<file path="src/rtl/spi_master.sv">
// SPI mode-0 master, MSB first: serialises tx_data on MOSI, captures MISO into rx_data.
// Frame: CS falls on accept, DATA_W SCK pulses of 2*CLK_DIV cycles, then CS hold/gap phases.
module spi_master #(
  parameter int DATA_W  = 8,
  parameter int CLK_DIV = 4
) (
  input  logic              sclk,
  input  logic              rst,
  input  logic              start,
  input  logic [DATA_W-1:0] tx_data,
  input  logic              MISO,
  output logic              MOSI,
  output logic              SCK,
  output logic              CS,
  output logic              busy,
  output logic              done,
  output logic [DATA_W-1:0] rx_data
);

  localparam int DIV_W = (CLK_DIV > 1) ? $clog2(CLK_DIV) : 1;
  localparam int BIT_W = $clog2(DATA_W);
  localparam logic [DIV_W-1:0] DIV_LAST = DIV_W'(CLK_DIV - 1);
  localparam logic [BIT_W-1:0] BIT_LAST = BIT_W'(DATA_W - 1);

  typedef enum logic [2:0] {IDLE, SETUP, SHIFT, HOLD, GAP} state_t;

  state_t            state;
  logic [DIV_W-1:0]  div;
  logic [BIT_W-1:0]  bitcnt;
  logic [DATA_W-1:0] tx_sr;
  logic [DATA_W-1:0] rx_sr;
  logic              div_tick;

  assign div_tick = (div == DIV_LAST);

  always_ff @(posedge sclk) begin
    if (rst) begin
      state   <= IDLE;
      div     <= '0;
      bitcnt  <= '0;
      tx_sr   <= '0;
      rx_sr   <= '0;
      MOSI    <= 1'b0;
      SCK     <= 1'b0;
      CS      <= 1'b1;
      busy    <= 1'b0;
      done    <= 1'b0;
      rx_data <= '0;
    end else begin
      done <= 1'b0;
      case (state)
        IDLE: begin
          CS     <= 1'b1;
          SCK    <= 1'b0;
          MOSI   <= 1'b0;
          div    <= '0;
          bitcnt <= '0;
          if (start) begin
            tx_sr <= tx_data;
            MOSI  <= tx_data[DATA_W-1];
            CS    <= 1'b0;
            busy  <= 1'b1;
            state <= SETUP;
          end
        end
        SETUP: begin
          if (div_tick) begin
            div   <= '0;
            SCK   <= 1'b1;
            rx_sr <= {rx_sr[DATA_W-2:0], MISO};
            state <= SHIFT;
          end else begin
            div <= div + 1'b1;
          end
        end
        SHIFT: begin
          if (div_tick) begin
            div <= '0;
            if (!SCK) begin
              SCK   <= 1'b1;
              rx_sr <= {rx_sr[DATA_W-2:0], MISO};
            end else begin
              SCK <= 1'b0;
              if (bitcnt == BIT_LAST) begin
                state <= HOLD;
              end else begin
                // tx_sr keeps the bit on the wire at its MSB, so the next bit is one below
                bitcnt <= bitcnt + 1'b1;
                tx_sr  <= {tx_sr[DATA_W-2:0], 1'b0};
                MOSI   <= tx_sr[DATA_W-2];
              end
            end
          end else begin
            div <= div + 1'b1;
          end
        end
        HOLD: begin
          if (div_tick) begin
            div   <= '0;
            CS    <= 1'b1;
            MOSI  <= 1'b0;
            state <= GAP;
          end else begin
            div <= div + 1'b1;
          end
        end
        GAP: begin
          if (div_tick) begin
            div     <= '0;
            rx_data <= rx_sr;
            done    <= 1'b1;
            busy    <= 1'b0;
            state   <= IDLE;
          end else begin
            div <= div + 1'b1;
          end
        end
        default: state <= IDLE;
      endcase
    end
  end

endmodule

</file>
<file path="config.mk">
export PLATFORM = sky130hd
export DESIGN_NAME = spi_master
export DESIGN_NICKNAME = d
export VERILOG_FILES = /design/src/rtl/spi_master.sv
export SDC_FILE = /design/constraint.sdc
export NUM_CORES = 1
export LEC_CHECK = 0
export ABC_AREA = 1
export CELL_PAD_IN_SITES_DETAIL_PLACEMENT = 1
export CELL_PAD_IN_SITES_GLOBAL_PLACEMENT = 2
export CORE_ASPECT_RATIO = 1.25
export CORE_UTILIZATION = 32
export CTS_BUF_LIST = sky130_fd_sc_hd__clkbuf_16
export CTS_CLUSTER_DIAMETER = 60
export CTS_CLUSTER_SIZE = 24
export DETAILED_ROUTE_END_ITERATION = 6
export GPL_TIMING_DRIVEN = 0
export PLACE_DENSITY = 0.86
export SYNTH_ARGS = -nofsm -noshare
export SYNTH_HDL_FRONTEND = slang
export SYNTH_SLANG_ARGS = --single-unit
</file>
<file path="constraint.sdc">
create_clock -name sclk -period 2.07 [get_ports sclk]
set_clock_uncertainty 0.05 [all_clocks]
set_input_delay 0.414 -clock sclk [delete_from_list [all_inputs] [get_ports sclk]]
set_output_delay 0.414 -clock sclk [all_outputs]
set_load 0.05 [all_outputs]
</file>
# Word level (Yosys, flattened, before mapping)
# Cells that the tools add are included.
# totals
reg_bits,36
out_inout_bits,13
# classes
n_addsub,2
n_eq_ne,15
muxes,38
n_bitwise,1
reduce_logical,19
# op_table
op,count
$mux W3,10
$mux W7,4
$mux W8,3
$ne A2 B2 Y1 const B,9
$pmux W8 S2,1
$pmux W3 S5,1
$pmux W7 S2,1
$mux W1,11
$reduce_and A5 Y1,2
$reduce_bool A2 Y1,5
$reduce_and A4 Y1,2
$reduce_and A7 Y1,1
$eq A3 B2 Y1 const B,2
$eq A3 B3 Y1 const B,2
$pmux W1 S3,2
$pmux W3 S2,1
$reduce_and A3 Y1,2
$reduce_bool A3 Y1,2
$pmux W1 S2,2
$pmux W2 S2,1
$reduce_and A2 Y1,2
$reduce_or A4 Y1,1
$add A3 B1 Y3 const B,1
$eq A3 B1 Y1 const B,1
6 further kinds,6

# Depth between registers and ports, before layout
# depth
word_depth,5
ltp_mapped,10

# Worst setup path before layout
# Ideal clock, no wire load.
# synth_path
kind,register -> register
startpoint,register SCK
endpoint,register tx_sr[0]
arrival_time_ns,1.347
slack_ns,0.557
stages_incl_launch_ff,6
path_buffers,0
cell_sequence,dfxtp_1 -> inv_1 -> o21ai_4 -> o21ai_4 -> o21ai_0 -> nor2_1
# synth_via
elab_chain_len,2
# synth_lines
item,line_no,rtl
start: declaration,13,"output logic SCK,"
start signal: assignment,44,SCK <= 1'b0;
start signal: assignment,54,SCK <= 1'b0;
start signal: assignment,69,SCK <= 1'b1;
$ne A2 B2 Y1 (no source line),--,
$reduce_and A5 Y1 (no source line),--,
end signal: assignment,59,tx_sr <= tx_data;
end signal: assignment,89,"tx_sr <= {tx_sr[DATA_W-2:0], 1'b0};"
end: declaration,30,logic [DATA_W-1:0] tx_sr;
# Every way passes these cells.
# A chain may end at the register's enable or synchronous reset.

# Worst setup path in the final report
# layout_path
startpoint,register SCK
endpoint,output SCK
# No word-level cell between the ends.

==> run_results.csv <==
group,metric,value,unit
global_route,grt_pass1_vias,1534,
min_path,hold_path.class,"in -> reg",
synth,syn_inst,230,
timing,rsz0062_at_grt,"no",
synth,avgSynthCellArea,7.27,µm²
die,boundaryPins,25,
timing,layout_setup_ws,0.0597,ns
worst_setup_path,path_class,"reg -> out",
power_and_ir_drop,peakVddDrop,0.454,mV
cts,cts.clk_slew.worst_paths,0.06,ns
layout,final_nets,275,
die,die-area,5520,µm²
power_and_ir_drop,switching_share,40.2,%
worst_setup_path,crit_slowest_cell,"clkdlybuf4s50_1",
layout,syn2layout_area_growth,26.8,%
synth,netlist_area,1670,µm²
worst_setup_path,critPathCapture,"SCK",
status,outcome,"finished, final reports clean",
layout,postLayoutCoreUtil,42.0,%
worst_setup_path,crit_arrival,1.55,ns
die,die_w,66.6,µm
worst_setup_path,max_stage_delay,0.84,ns
global_route,grtUsageTotal,16.4,%
route,wirelength,3870,µm
timing,drv_slew,0,
place,portBuffers,23,
worst_setup_path,critPathRequiredTime,1.61,ns
place,dpl.hpwl,2850,µm
worst_setup_path,path_delay_family,"buffers and inverters",
worst_setup_path,cp-start-kind,"flip-flop",
power_and_ir_drop,cellPowerDensity,1330,nW/µm²
global_route,antenna_found_initial,0,
route,dr.first_iter.drc_count,41,
route,wl_per_cell,12.0,µm
flow_run,cap_violations,0,
timing,slew_headroom,65.0,%
global_route,overflow,0,
cts,ctsResizeCount,0,
worst_setup_path,crit_path_end_kind,"output pin",
route,num_vias,1520,
worst_setup_path,r2r-start,"bitcnt[0]",
cts,cts_buffers,5,
synth,ys_ff_latch,36,
cts,clkLatencyLatePin,0.28,ns
synth,synthesis.nets,245,
timing,final-hold-violation-count,0,
worst_setup_path,critPathMaxFanout,4,
synth,ys_top_cells_by_area,"dfxtp_1, nor2_1, nand2_1",
global_route,grt_max_degree,12,
worst_setup_path,rr_endpoint,"tx_sr[0]",
cts,htree_levels,2,
layout,fillers,652,
timing,fin_crit_sh,97.1,%
power_and_ir_drop,p_seq_share,32.7,%
power_and_ir_drop,combPwrFrac,42.0,%
layout,multi_input_area,810,µm²
layout,antenna_cells,0,
worst_setup_path,rr_worst_depth,9,
cts,cts.sinks,36,
place,gp_congestion,0.797,
timing,tightest_slew,0.525,ns
layout,final-seq-area,721,µm²
timing,setup_tns,0,ns
timing,fmax,497,MHz
route,drc,0,
synth,yosysTopAreaCellShare,43.1,%
die,placementRows,29,
route,viasPerCell,4.71,
synth,ys_seq_area_share,43.1,%
power_and_ir_drop,pwr-share-clk,25.4,%
cts,cts_setup_buffers,0,
cts,holdBufCountCts,0,
cts,cts_root_buffer,"clkbuf_16",
cts,cts_tree,"yes",
worst_setup_path,cp_num_buf_inv,1,
global_route,grt_first_pass_wirelength,6980,µm
synth,ys_types,28,
timing,hold_ws,0.393,ns
synth,synth_area_leader_cell,"dfxtp_1",
route,ant_nets,0,
worst_setup_path,worstSetupStartpoint,"SCK",
power_and_ir_drop,p_leak,0.896,nW
worst_setup_path,cp_num_cells,1,
die,start_util,33.1,%
route,first_pass_iters,4,
die,core,5040,µm²
timing,setup_viol,0,
place,place_ws,0.159,ns
worst_setup_path,rrSetupSlack,0.47,ns
timing,period_minus_slack,2.01,ns
worst_setup_path,cp_cell_sequence,"clkdlybuf4s50_1",
synth,yosys_warnings,0,
layout,drive_above_1_share,11.9,%
die,die_h,82.8,µm
power_and_ir_drop,internal_power,1.69,mW
cts,clock_path_buffers,2,
power_and_ir_drop,p_sw,1.13,mW
-- placed cells by master (no fill, tap or decap), types with 3 or more instances in the layout --
master / synthesis / layout
a21oi_1: 14 / 14
clkbuf_1: 3 / 3
clkbuf_16: 0 / 5
clkdlybuf4s50_1: 0 / 23
dfxtp_1: 36 / 36
ha_1: 3 / 3
inv_1: 19 / 20
inv_2: 4 / 4
nand2_1: 42 / 42
nand2_2: 4 / 4
nand3_1: 7 / 7
nor2_1: 47 / 47
nor2_4: 4 / 4
o21ai_0: 24 / 24
o21ai_1: 4 / 4
-- registers in the layout (all words and copies together), names as in the netlist --
| register | cells |
|---|---|
| done | 1 |
| CS | 1 |
| bitcnt | 3 |
| rx_data | 8 |
| tx_sr | 7 |
| div | 2 |
| busy | 1 |
| rx_sr | 8 |
| SCK | 1 |
| state | 3 |
| MOSI | 1 |
-- cell usage after synthesis --
master    number
nor2_2         1
nor2_1        47
a21oi_1       14
a31oi_1        1
buf_2          2
inv_2          4
clkinv_1       1
dfxtp_1       36
inv_1         19
nand3_2        2
o21ai_1        4
clkbuf_1       3
nand2_1       42
nand3b_1       1
nor2_8         1
nand3_1        7
o21ai_0       24
buf_4          1
clkinv_2       1
nand2_2        4
o22ai_1        1
nand4_1        2
ha_1           3
buf_6          1
inv_4          1
o21ai_4        2
nor2_4         4
nand2_4        1
-- power groups by stage --
stage / sequential, mW / clock, mW / combinational [mW]
after CTS: 0.921 / 0.736 / 1.20
after detailed placement: 0.935 / 0 / 1.19
after global routing: 0.937 / 0.770 / 1.36
after global placement: 0.932 / 0 / 1.17
after floorplan: 0.987 / 0 / 0.864
final: 0.920 / 0.715 / 1.18
-- final cells by class --
cell class | instances | share of cell area (%)
buffer | 7 | 1.89
multi-input combinational | 161 | 38.2
sequential | 36 | 34.0
clock inverter | 3 | 0.708
inverter | 26 | 4.78
clock buffer | 5 | 5.90
tap | 62 | 3.66
timing repair buffer | 23 | 10.9
-- how the worst min path moves through the flow --
stage | start | to | slack (ns) | depth (start not counted)
2_1_floorplan | div[1] | div[1] | 0.40 | 2
4_1_cts | rst | SCK | 0.39 | 2
3_3_place_gp | rx_data[7] | rx_data[7] | 0.39 | 2
5_1_grt | rst | bitcnt[2] | 0.39 | 2
3_5_place_dp | rx_data[2] | rx_data[2] | 0.39 | 2
6_report | rst | SCK | 0.39 | 2
-- worst register-to-register path, delay by kind of cell, from the launching register on --
family / cells / cell delay [ns]
DFF: 1 / 0.35
adders and majority gates: 2 / 0.31
AOI/OAI and AO/OA: 1 / 0.27
buffers and inverters: 3 / 0.26
and+or+nand+nor: 3 / 0.26
-- kinds of logic (layout without fill, tap and decap cells) --
| logic type | after synthesis | in the layout | synth area share (%) |
|---|---|---|---|
| compound gates | 46 | 46 | 15.3 |
| buf+inv | 33 | 64 | 8.46 |
| flops | 36 | 36 | 43.1 |
| fa+ha+maj | 3 | 3 | 2.25 |
| simple gates | 112 | 112 | 30.9 |
-- stage by stage --
stage / std cells / total power [mW] / cell area [µm²]
final: 323 / 2.82 / 2120
after global routing: 323 / 3.06 / 2120
after CTS: 323 / 2.86 / 2120
after detailed placement: 315 / 2.12 / 1980
after global placement: 315 / 2.10 / 1980
after floorplan: 230 / 1.85 / 1670
-- metal layers --
metal	up-vias	share of wire [%]	track usage [%]
li1	788	-	-
met1	703	47	21.2
met2	21	49	26.3
met3	8	2.1	3.71
met4	0	2.0	6.00
met5	-	0	0
(Power assumes the default switching activity.)
